[src/rtl/uart_rx_byte_pkg.sv]
// uart_rx_byte_pkg: shared UART state encodings, oversample indices and baud divider rounding.
package uart_rx_byte_pkg;

    typedef enum logic [2:0] {
        IDLE  = 3'd0,
        START = 3'd1,
        DATA  = 3'd2,
        STOP  = 3'd3,
        BREAK = 3'd4
    } rx_state_t;

    localparam int OS_RATE = 16;
    localparam logic [3:0] S_SMP_A  = 4'd7;
    localparam logic [3:0] S_SMP_B  = 4'd8;
    localparam logic [3:0] S_DECIDE = 4'd9;
    localparam logic [3:0] S_LAST   = 4'd15;

    // Rounded clk cycles per oversample tick; the transmitter must use the same rounding.
    function automatic int baud_div(input int clk_hz, input int baud, input int os);
        return (clk_hz + baud * os / 2) / (baud * os);
    endfunction

endpackage

[src/rtl/uart_rx_byte_baud_tick.sv]
// uart_baud_tick: one-clk tick every DIV clocks while en is high; held at phase 0 when disabled.
module uart_baud_tick #(
    parameter int DIV = 326
) (
    input  logic clk,
    input  logic rst_n,
    input  logic en,
    output logic tick
);
    localparam int W = (DIV > 1) ? $clog2(DIV) : 1;
    localparam logic [W-1:0] DIV_M1 = W'(DIV - 1);

    logic [W-1:0] cnt;

    assign tick = en && (cnt == DIV_M1);

    always_ff @(posedge clk or negedge rst_n) begin
        if (!rst_n)
            cnt <= '0;
        else
            cnt <= (!en || tick) ? '0 : cnt + 1'b1;
    end

endmodule

[src/rtl/uart_rx_byte.sv]
// uart_rx_byte: 16x oversampled 8N1 receiver with a one-entry valid/ready holding register,
// framing-error pulse and sticky overrun flag.
module uart_rx_byte
    import uart_rx_byte_pkg::*;
#(
    parameter int CLK_HZ     = 50000000,
    parameter int BAUD       = 9600,
    parameter int OVERSAMPLE = OS_RATE,
    parameter int DIV        = baud_div(CLK_HZ, BAUD, OVERSAMPLE)
) (
    input  logic       clk,
    input  logic       rst_n,
    input  logic       uart_rx_wire,
    output logic [7:0] data,
    output logic       data_valid,
    input  logic       data_ready,
    output logic       frame_error,
    output logic       overrun,
    input  logic       overrun_clear,
    output logic       busy
);
    rx_state_t  state, state_n;
    logic       rx_m, rx_s;
    logic       tick;
    logic [3:0] s, s_nx;
    logic [2:0] bit_cnt;
    logic [7:0] shift;
    logic       smp_a, smp_b;
    logic       maj, decide, last, done;

    uart_baud_tick #(.DIV(DIV)) u_tick (
        .clk  (clk),
        .rst_n(rst_n),
        .en   (state != IDLE),
        .tick (tick)
    );

    // A tick is numbered by the sample count it produces, so tick 9 lands 9 ticks into the bit.
    assign s_nx   = s + 4'd1;
    assign decide = tick && (s_nx == S_DECIDE);
    assign last   = tick && (s_nx == S_LAST);
    assign maj    = (smp_a & smp_b) | (smp_a & rx_s) | (smp_b & rx_s);
    assign done   = (state == STOP) && decide && maj;
    assign busy   = (state != IDLE);

    always_comb begin
        state_n = state;
        case (state)
            IDLE:    state_n = rx_s ? IDLE : START;
            START:   state_n = (decide && maj) ? IDLE : last ? DATA : START;
            DATA:    state_n = (last && bit_cnt == 3'd7) ? STOP : DATA;
            STOP:    state_n = decide ? (maj ? IDLE : BREAK) : STOP;
            BREAK:   state_n = rx_s ? IDLE : BREAK;
            default: state_n = IDLE;
        endcase
    end

    always_ff @(posedge clk or negedge rst_n) begin
        if (!rst_n) begin
            state       <= IDLE;
            rx_m        <= 1'b1;
            rx_s        <= 1'b1;
            s           <= 4'd0;
            bit_cnt     <= 3'd0;
            shift       <= 8'h00;
            smp_a       <= 1'b0;
            smp_b       <= 1'b0;
            data        <= 8'h00;
            data_valid  <= 1'b0;
            frame_error <= 1'b0;
            overrun     <= 1'b0;
        end else begin
            state       <= state_n;
            rx_m        <= uart_rx_wire;
            rx_s        <= rx_m;
            s           <= (state == IDLE) ? 4'd0 : tick ? s_nx : s;
            smp_a       <= (tick && s_nx == S_SMP_A) ? rx_s : smp_a;
            smp_b       <= (tick && s_nx == S_SMP_B) ? rx_s : smp_b;
            bit_cnt     <= (state == START && last) ? 3'd0 :
                           (state == DATA && last) ? bit_cnt + 3'd1 : bit_cnt;
            shift       <= (state == DATA && decide) ? {maj, shift[7:1]} : shift;
            frame_error <= (state == STOP) && decide && !maj;
            // A byte landing while the consumer is accepting simply replaces the old one.
            if (done && (!data_valid || data_ready)) begin
                data       <= shift;
                data_valid <= 1'b1;
            end else if (data_valid && data_ready) begin
                data_valid <= 1'b0;
            end
            overrun     <= (done && data_valid && !data_ready) || (overrun && !overrun_clear);
        end
    end

endmodule

[config.mk]
export PLATFORM = sky130hd
export DESIGN_NAME = uart_rx_byte
export DESIGN_NICKNAME = d
export VERILOG_FILES = /design/src/rtl/uart_rx_byte_pkg.sv /design/src/rtl/uart_rx_byte_baud_tick.sv /design/src/rtl/uart_rx_byte.sv
export SDC_FILE = /design/constraint.sdc
export NUM_CORES = 1
export LEC_CHECK = 0
export CAP_MARGIN = 20
export CORE_ASPECT_RATIO = 1.1
export CORE_MARGIN = 2
export CORE_UTILIZATION = 40
export DETAILED_ROUTE_END_ITERATION = 16
export GPL_TIMING_DRIVEN = 0
export PLACE_DENSITY_LB_ADDON = 0.2
export SETUP_SLACK_MARGIN = 0.2
export SYNTH_ARGS = -nofsm -noshare
export SYNTH_HDL_FRONTEND = slang
export SYNTH_HIERARCHICAL = 1
export SYNTH_SLANG_ARGS = --single-unit
[constraint.sdc]
create_clock -name clk -period 7.29 [get_ports clk]
set_clock_uncertainty 0.15 [all_clocks]
set_input_delay 1.458 -clock clk [delete_from_list [all_inputs] [get_ports clk]]
set_output_delay 1.458 -clock clk [all_outputs]
set_load 0.03 [all_outputs]
==> results.py <==
metrics = {
    "status": {
        "status": "completed",
    },
    "cts": {
        "insertion_delay_ps": 290,
        "htreeDepth": 2,
        "cts_buffer_depth": 2,
        "cts.sinks": 42,
        "cts_resized": 0,
        "clkSlewWorstSetupHoldPaths_ps": 70,
        "cts_setup_buffers": 0,
        "cts_buffers": 5,
        "cts_hold_buffers": 0,
        "cts_tree": "built",
        "cts-root-buf": "clkbuf_8",
    },
    "detailed_routing": {
        "drtIter0Drc": 59,
        "drc": 0,
        "wl_per_cell_um": 14.1,
        "drt.antenna.violating_nets": 0,
        "vias": 1345,
        "via_per_inst": 5.32,
        "wl_um": 3580,
        "firstDrtPassIters": 4,
    },
    "synthesis": {
        "synthArstFlopShare": 1.00,
        "yosysTopAreaCellShare": 0.485,
        "ys.flop_type": "dfrtp_1",
        "synth.most_common_cell": "dfrtp_1",
        "synth_edf_count": 0,
        "synth_area_per_cell_um2": 12.1,
        "ys_top_cells_by_area": "dfrtp_1 (49%), mux2_4 (5.8%), mux2_1 (4.9%)",
        "synth_area_um2": 2060,
        "synth-seq-area-share": 0.511,
        "yosys.area.top_type": "dfrtp_1",
        "synth_cell_types": 44,
        "syn_inst": 170,
        "syn_nets": 183,
        "ys_ff_latch": 42,
        "yosys-top-cells-count": "dfrtp_1 (40), nand2_1 (11), nor2_1 (11)",
        "yosysWarnings": 6,
    },
    "critical_path": {
        "cp_max_fo": 10,
        "startpoint": "state[1]",
        "r2r_slack_ps": 4210,
        "crit_path_end_kind": "output port",
        "timing.rr.start": "state[1]",
        "cp.required_ps": 5680,
        "r2r_cells": 11,
        "cp.arrival_ps": 2320,
        "start_kind": "register",
        "r2r_end": "data[7]",
        "crit_type": "reg -> out",
    },
    "grt": {
        "grt_max_degree": 31,
        "track_usage": 0.140,
        "grt_pass1_wl_um": 6310,
        "grt_overflow": 0,
        "grt_pass1_vias": 1374,
        "antenna_found_initial": 0,
    },
    "timing": {
        "finalMaxSlewViolations": 0,
        "finalCritPeriodShare": 0.539,
        "finalHoldViolCount": 0,
        "finalSetupViolCount": 0,
        "rsz0062_at_grt": "no",
        "tightest_slew_ps": 586,
        "period_needed_ps": 3930,
        "fin_tns_setup_ps": 0,
        "slew_headroom": 0.606,
        "fmax_mhz": 255,
    },
    "hold_path": {
        "hold_end": "rx_s",
        "min_path_type": "reg -> reg",
        "min_from": "rx_m",
        "holdPathStages": 0,
    },
    "power_and_ir_drop": {
        "peakVddDrop_v": 0.0000959,
        "p_leak_nw": 1.14,
        "powerDensity_nw_per_um2": 189,
        "power_uw": 463,
    },
    "job": {
        "max_cap_violations": 0,
    },
    "final_layout": {
        "drive_above_1_share": 0.190,
        "multi_input_area_um2": 958,
        "utilization": 0.490,
        "fillerInstances": 452,
        "stdcell_area_um2": 2450,
        "final_nets": 207,
        "regArea_um2": 1050,
        "syn_to_final_growth_pct": 18.9,
        "diodes": 0,
    },
    "floorplan": {
        "io_pins": 17,
        "die_w_um": 72.5,
        "initial_core_util": 0.412,
        "fp.dieH_um": 79.3,
        "num_rows": 27,
        "dieArea_um2": 5750,
        "coreArea_um2": 5000,
    },
    "placement": {
        "gp_congestion": 0.839,
        "place_area_um2": 2310,
        "io_buffers": 16,
        "dp.final_hpwl_um": 2710,
    },
}
==> power breakdown <==
part	switching, mW	internal [mW]	total (mW)
Clock	0.0753	0.146	0.221
Sequential	0.000493	0.234	0.234
Combinational	0.00481	0.00275	0.00756
==> routing by layer <==
layer / part of all wire / vias to the layer above / track usage
met4: 0.013 / 0 / 0.0481
met2: 0.49 / 25 / 0.224
met1: 0.46 / 662 / 0.181
met5: 0 / - / 0
li1: - / 652 / -
met3: 0.036 / 6 / 0.0393
==> logic make-up after synthesis <==
logic type | synth area share
adder cells (fa/ha/maj) | 0.0534
XOR/XNOR | 0.0297
multiplexers | 0.123
AO/OA/AOI/OAI | 0.0995
buffers and inverters | 0.0243
AND/OR/NAND/NOR | 0.159
flip-flops | 0.511
==> flip-flops by register name (all words and copies together) (netlist names) <==
register	flops
bit_cnt	3
data	8
data_valid	1
frame_error	1
overrun	1
rx_m	1
rx_s	1
s	4
shift	8
smp_a	1
smp_b	1
state	3
u_tick/cnt	9
==> cell type report <==
cell class,instances,area share
multi-input cells,116,0.391
plain buffers,5,0.00969
inverters,7,0.0107
repair buffers,17,0.0714
flip-flops and latches,42,0.430
well taps,58,0.0296
clock buffers,6,0.0337
clock inverters,2,0.0245
==> worst max path at each step <==
stage	end	slack [ps]	cells after the start
3_5_place_dp	busy	3610	4
5_1_grt	busy	3130	4
3_3_place_gp	smp_b	3590	1
2_1_floorplan	busy	4500	3
4_1_cts	busy	3270	4
6_report	busy	3360	4
==> cell usage in the layout, fill, tap and decap left out, types with 4 or more instances in the layout <==
master            n
a21oi_1           6
and2_1            4
buf_2             5
clkbuf_8          6
clkdlybuf4s50_1  15
dfrtp_1          40
ha_1              8
inv_1             6
mux2_1            9
mux2_4            8
nand2_1          11
nand3_1           9
nor2_1           11
o21ai_0           4
or3_1             5
xnor2_1           4
==> worst max-delay path: stages (launching register included) <==
cell,delay [ps]
dfrtp_1,360
clkbuf_1,200
nor3_1,550
inv_1,260
clkdlybuf4s50_1,660
==> stage by stage <==
step	hold slack, ps	setup slack, ps	cells
floorplan	195	4500	170
finish	209	3360	253
global placement	196	3590	244
CTS	210	3270	253
detailed placement	199	3610	245
global route	216	3130	253
(Power assumes the default switching activity.)
